`config.mk`:
```
export PLATFORM = sky130hd
export DESIGN_NAME = normalizador_deslocamento
export DESIGN_NICKNAME = d
export VERILOG_FILES = /design/src/rtl/normalizador_deslocamento.sv
export SDC_FILE = /design/constraint.sdc
export NUM_CORES = 1
export LEC_CHECK = 0
export ABC_AREA = 1
export CAP_MARGIN = 20
export CORE_MARGIN = 5
export CORE_UTILIZATION = 54
export DETAILED_ROUTE_END_ITERATION = 16
export GPL_ROUTABILITY_DRIVEN = 0
export PLACE_DENSITY_LB_ADDON = 0.12
export SYNTH_ARGS = -nofsm -noshare
export SYNTH_HDL_FRONTEND = slang
export SYNTH_SLANG_ARGS = --single-unit
```
`constraint.sdc`:
```
create_clock -name clk -period 2.3 [get_ports clk]
set_input_delay 0.23 -clock clk [delete_from_list [all_inputs] [get_ports clk]]
set_output_delay 0.23 -clock clk [all_outputs]
set_load 0.05 [all_outputs]
```
`src/rtl/normalizador_deslocamento.sv`:
```
// Iterative 64-bit normalizer: finds the left shift N that normalizes a value
// (unsigned: MSB set; signed: bit63 != bit62) using coarse 8-bit and fine 1-bit steps.
module normalizador_deslocamento #(
  parameter int LARGURA      = 64,
  parameter int PASSO_GROSSO = 8
) (
  input  logic               clk,
  input  logic               reset_n,
  input  logic               Iniciar,
  input  logic               Sinal,
  input  logic [LARGURA-1:0] Entrada,
  output logic [LARGURA-1:0] Saida,
  output logic [5:0]         N,
  output logic               Zero,
  output logic               Ocupado,
  output logic               Pronto
);

  // A coarse step is only allowed while the count can still absorb a full step.
  localparam logic [5:0] C_MAX_GROSSO = 6'(LARGURA - 1 - PASSO_GROSSO);
  localparam logic [5:0] C_PASSO      = 6'(PASSO_GROSSO);

  typedef enum logic [1:0] {
    OCIOSO    = 2'b00,
    NORMALIZA = 2'b01,
    FIM       = 2'b10
  } estado_t;

  estado_t                estado_r;
  logic [LARGURA-1:0]     r_r;
  logic [LARGURA-1:0]     saida_r;
  logic                   sinal_r;
  logic [5:0]             c_r;
  logic [5:0]             n_r;
  logic                   zero_r;
  logic                   ocupado_r;
  logic                   pronto_r;

  logic                   degenerado_s;
  logic                   normalizado_s;
  logic                   grosso_s;
  logic [PASSO_GROSSO:0]  topo_s;

  // Step decision: degenerate operand, normalized test and coarse-step eligibility.
  always_comb begin
    degenerado_s = (Entrada == {LARGURA{1'b0}}) ||
                   (Sinal && (Entrada == {LARGURA{1'b1}}));
    topo_s       = r_r[LARGURA-1 -: PASSO_GROSSO+1];
    if (sinal_r) begin
      normalizado_s = r_r[LARGURA-1] ^ r_r[LARGURA-2];
      grosso_s      = (topo_s == {(PASSO_GROSSO+1){1'b0}}) ||
                      (topo_s == {(PASSO_GROSSO+1){1'b1}});
    end else begin
      normalizado_s = r_r[LARGURA-1];
      grosso_s      = (topo_s[PASSO_GROSSO:1] == {PASSO_GROSSO{1'b0}});
    end
    grosso_s = grosso_s && (c_r <= C_MAX_GROSSO);
  end

  // Control FSM with working register, count and registered results.
  always_ff @(posedge clk) begin
    if (!reset_n) begin
      estado_r  <= OCIOSO;
      r_r       <= {LARGURA{1'b0}};
      sinal_r   <= 1'b0;
      c_r       <= 6'd0;
      saida_r   <= {LARGURA{1'b0}};
      n_r       <= 6'd0;
      zero_r    <= 1'b0;
      ocupado_r <= 1'b0;
      pronto_r  <= 1'b0;
    end else begin
      case (estado_r)
        OCIOSO: begin
          pronto_r <= 1'b0;
          if (Iniciar) begin
            r_r       <= Entrada;
            sinal_r   <= Sinal;
            c_r       <= 6'd0;
            ocupado_r <= 1'b1;
            if (degenerado_s) begin
              saida_r  <= Entrada;
              n_r      <= 6'd0;
              zero_r   <= 1'b1;
              pronto_r <= 1'b1;
              estado_r <= FIM;
            end else begin
              zero_r   <= 1'b0;
              estado_r <= NORMALIZA;
            end
          end else begin
            ocupado_r <= 1'b0;
          end
        end
        NORMALIZA: begin
          if (normalizado_s) begin
            saida_r  <= r_r;
            n_r      <= c_r;
            pronto_r <= 1'b1;
            estado_r <= FIM;
          end else if (grosso_s) begin
            r_r <= r_r << PASSO_GROSSO;
            c_r <= c_r + C_PASSO;
          end else begin
            r_r <= r_r << 1;
            c_r <= c_r + 6'd1;
          end
        end
        FIM: begin
          // Iniciar is not looked at here, so back-to-back ops get one idle cycle.
          pronto_r  <= 1'b0;
          ocupado_r <= 1'b0;
          estado_r  <= OCIOSO;
        end
        default: begin
          pronto_r  <= 1'b0;
          ocupado_r <= 1'b0;
          estado_r  <= OCIOSO;
        end
      endcase
    end
  end

  assign Saida   = saida_r;
  assign N       = n_r;
  assign Zero    = zero_r;
  assign Ocupado = ocupado_r;
  assign Pronto  = pronto_r;

endmodule

```
Yosys cells after proc, flatten, opt, wreduce, memory -nomap -nowiden --
Index checks and enable logic that the tools add are counted.
Word-level totals: register bits 146, bits of input ports 68, output and inout bits 73
Operators by class: add/subtract/negate cells 2, magnitude comparators 1, equality and inequality tests 7, muxes and demuxes 28, bitwise operators 1, reductions and logical operators 13
Operators with widths (number):
- $mux 64 | 6
- $pmux 64 s2 | 2
- $eq 64x64->1 const B | 1
- $logic_not 64->1 | 1
- $mux 6 | 6
- $pmux 6 s2 | 2
- $eq 9x9->1 const B | 1
- $logic_not 9->1 | 1
- $logic_not 8->1 | 1
- $ne 2x2->1 const B | 4
- $add 6x1->6 const B | 1
- $add 6x4->6 const B | 1
- $le 6x6->1 const B | 1
- $mux 1 | 6
- $mux 2 | 3
- $pmux 1 s2 | 2
- $pmux 2 s2 | 1
- $reduce_and 2->1 | 2
- $reduce_and 4->1 | 1
- $reduce_and 3->1 | 1
- $eq 2x1->1 const B | 1
- $logic_and 1x1->1 | 2
- $logic_not 2->1 | 1
- $logic_or 1x1->1 | 2
- other kinds (2) | 2

Depth between registers and ports, before layout --
depth in word-level cells 7, mapped depth 13

Worst setup path after synthesis --
Ideal clock, no wire load.
path kind register -> register, start register r_r[62], end register saida_r[43] (netlist: Saida[43]), library setup time 0.117 ns, arrival time 1.661 ns, slack 0.523 ns, stages on the path, launching flop included 12, cell sequence dfxtp_1 -> inv_1 -> ha_1 -> nand2_1 -> o21ai_1 -> nor2_4 -> nor3_4 -> buf_4 -> buf_2 -> nand3_1 -> nand2_1 -> nor2_1
On the way: cells in the longest elaborated chain, start to end 4
RTL lines:
- start: declaration | RTL line 30 | logic [LARGURA-1:0] r_r;
- start signal: assignment | RTL line 64 | r_r <= {LARGURA{1'b0}};
- start signal: assignment | RTL line 77 | r_r <= Entrada;
- start signal: assignment | RTL line 102 | r_r <= r_r << PASSO_GROSSO;
- $xor 1x1->1 | RTL line 50 | normalizado_s = r_r[LARGURA-1] ^ r_r[LARGURA-2];
- $mux 1 | RTL line 49 | if (sinal_r) begin
- $ne 2x2->1 (no line)
- $reduce_and 4->1 (no line)
- end signal: assignment | RTL line 67 | saida_r <= {LARGURA{1'b0}};
- end signal: assignment | RTL line 82 | saida_r <= Entrada;
- end signal: assignment | RTL line 97 | saida_r <= r_r;
- end: declaration | RTL line 31 | logic [LARGURA-1:0] saida_r;
Every way passes these cells. A chain may end at the register's enable or synchronous reset.

Worst setup path after layout --
start input Entrada[49], end register saida_r[58] (netlist: Saida[58])
On the way: cells in the longest elaborated chain, start to end 5, elaborated cells on any way between the ends 6, those cells by class 2 x eq/ne; 4 x reduce/logical
RTL lines:
- start: declaration | RTL line 11 | input logic [LARGURA-1:0] Entrada,
- $eq 64x64->1 | RTL line 47 | (Sinal && (Entrada == {LARGURA{1'b1}}));
- $logic_and 1x1->1 | RTL line 47
- $logic_or 1x1->1 * | RTL line 46 | degenerado_s = (Entrada == {LARGURA{1'b0}}) ||
- $ne 2x2->1 (no line) *
- $reduce_and 4->1 (no line) *
Every way passes the cells marked *; elsewhere a longest branch is shown, timed or not.

==> metrics.yaml <==
cts_made_buffers: 17
cts.sinks: 146
powerDensity_nw_per_um2: 957
worstPathMaxFanout: 21
finalPower_mw: 9.85
wl_per_cell_um: 14.5
skew_ns: 0.0102
syn_area_per_cell_um2: 6.21
fmax_mhz: 469
die_y_um: 133
leakagePower_nw: 4.36
setup_violations: 0
tightest_slew_ns: 0.527
status: "completed"
drc: 0
period_minus_slack_ns: 2.13
hp-class: "in2reg"
required_ns: 2.65
clk_latency_ns: 0.42
coreArea_um2: 14600
arrival_ns: 2.49
dieArea_um2: 17600
dp_hpwl_um: 15700
slew_violations: 0
switching_share: 0.385
drive_gt1_frac: 0.0462
routed_wl_um: 23000
crit_path_end_kind: "register"
yosysUniqueCellTypes: 27
post_cts_resized: 0
cts_setup_buffers: 0
power_frac_comb: 0.369
vias_per_cell: 5.44
most-common-layout-cells: "nand2_1 (274), a21oi_1 (216), o21ai_0 (159)"
root_buffer: "clkbuf_16"
h-tree-depth: 4
start_util: 0.555
cap_violations: 0
synth.cell_area_um2: 8120
netlist_instances: 1307
cp-start-kind: "primary input"
crit_type: "in2reg"
hold_buffers: 0
rsz0062_at_grt: "no"
ys_warn_count: 0
synthToLayoutAreaGrowth_pct: 26.7
synth_nets: 1378
antenna_cells: 0
tns_ns: 0
rows: 44
antenna_found_initial: 0
finalCritPeriodShare: 0.927
peakVddDrop_mv: 0.576
ys_ff_latch: 146
grt_usage: 0.253
intPower_mw: 6.06
cts.path.max_buffers: 2
p_seq_frac: 0.330
reg2reg_slack_ns: 0.23
grt_max_degree: 95
ant_nets: 0
grt-ovfl-total: 0
hold_viol_final: 0
fin_nets: 1467
drtIter0Drc: 936
grt_pass1_wl_um: 37200
ys_seq_area_frac: 0.360
num_vias: 8655
dr.pass1.iters: 7
cts_tree: "yes"
grt_pass1_vias: 7686
clock_power_share: 0.301
fp.dieW_um: 133
numPortBuffers: 140
power_switching_mw: 3.79
pin_count: 141
max-slew-margin-rel: 0.647
layout_commonest_cell: "nand2_1"
fill_cells: 1269
path_clk_slew_ns: 0.06
[power groups by stage]
stage | Sequential, mW | Combinational, mW | Clock (mW)
after floorplan | 3.87 | 1.91 | 0
after global placement | 3.28 | 3.55 | 0
after detailed placement | 3.28 | 3.59 | 0
after CTS | 3.24 | 3.62 | 3.00
after global routing | 3.29 | 4.00 | 3.10
final | 3.25 | 3.63 | 2.96
[layer usage]
metal,up-vias,wire (um),GRT usage
met3,27,1710,0.0562
met5,-,0,0
met2,343,10200,0.394
met1,3834,10700,0.356
met4,0,368,0.0681
li1,4451,-,-
[metrics by stage]
stage          instance area [um2]  cells  utilization  hold WS, ns  setup slack, ns
2_1_floorplan                 8120   1307            -        0.378            0.523
3_3_place_gp                  9660   1561        0.660        0.457           -0.175
3_5_place_dp                  9660   1561        0.660        0.460           -0.214
4_1_cts                      10300   1592        0.702        0.249            0.210
5_1_grt                      10300   1592        0.702        0.269           0.0451
6_report                     10300   1592        0.702        0.269            0.168
[cells in the mapped netlist]
cell type,number,share of area
dfxtp_1,146,0.36
o21ai_1,1,0.00062
nor3b_1,1,0.00092
inv_2,2,0.00092
buf_1,12,0.0055
nor3_1,5,0.0031
o211ai_1,12,0.011
nor2_1,134,0.062
xor2_1,3,0.0032
o21ai_0,159,0.098
nand2_1,275,0.13
nand2_2,2,0.0015
nand4_1,4,0.0031
buf_2,27,0.017
a21oi_1,216,0.13
a31oi_1,14,0.011
ha_1,3,0.0046
nor2_4,2,0.0028
clkbuf_1,47,0.022
buf_4,10,0.0092
nor3_4,1,0.0020
xnor2_1,1,0.0011
nand3b_1,1,0.00092
inv_1,137,0.063
a211oi_1,1,0.00092
clkinv_1,1,0.00046
nand3_1,90,0.055
[critical path, cell delays in order]
cell             delay (ns)
clkdlybuf4s50_1        0.64
nand2_1                0.08
nor2_1                 0.19
nand2_1                0.07
nor3_1                 0.31
nand3_1                0.21
nand3_4                0.22
buf_4                  0.29
a21oi_1                0.09
nor2_1                 0.12
[final cells by class]
type | count | area, um2 | area share
timing repair buffer | 166 | 1720 | 0.167
sequential | 146 | 2920 | 0.284
multi-input combinational | 925 | 4260 | 0.414
tap | 184 | 230 | 0.0224
clock buffer | 22 | 474 | 0.0461
inverter | 140 | 526 | 0.0511
clock inverter | 9 | 154 | 0.0150
[worst paths after layout]
check | startpoint | to | cells past startpoint
worst max register to register | r_r[63]$_SDFFE_PN0P_ | r_r[26]$_SDFFE_PN0P_ | 11
worst min register to register | Ocupado$_SDFFE_PN0N_ | Ocupado$_SDFFE_PN0N_ | 2
worst max-delay path | Entrada[49] | Saida[58]$_SDFFE_PN0P_ | 10
worst min-delay path | reset_n | Saida[28]$_SDFFE_PN0P_ | 3
[cell families (layout without fill, tap and decap cells)]
kind of cell	after synthesis	in the layout	share of synthesized area
XOR/XNOR	4	4	0.00431
adder cells (fa/ha/maj)	3	3	0.00462
flip-flops	146	146	0.360
buffers and inverters	236	337	0.118
AO/OA/AOI/OAI	403	403	0.255
AND/OR/NAND/NOR	515	515	0.259
[sequential cells by signal, summed over array words and instances (netlist names)]
name,cells
Saida,64
r_r,64
N,6
c_r,6
estado_r,2
Ocupado,1
Pronto,1
Zero,1
sinal_r,1
No activity file was read; power rests on OpenSTA's default activity.
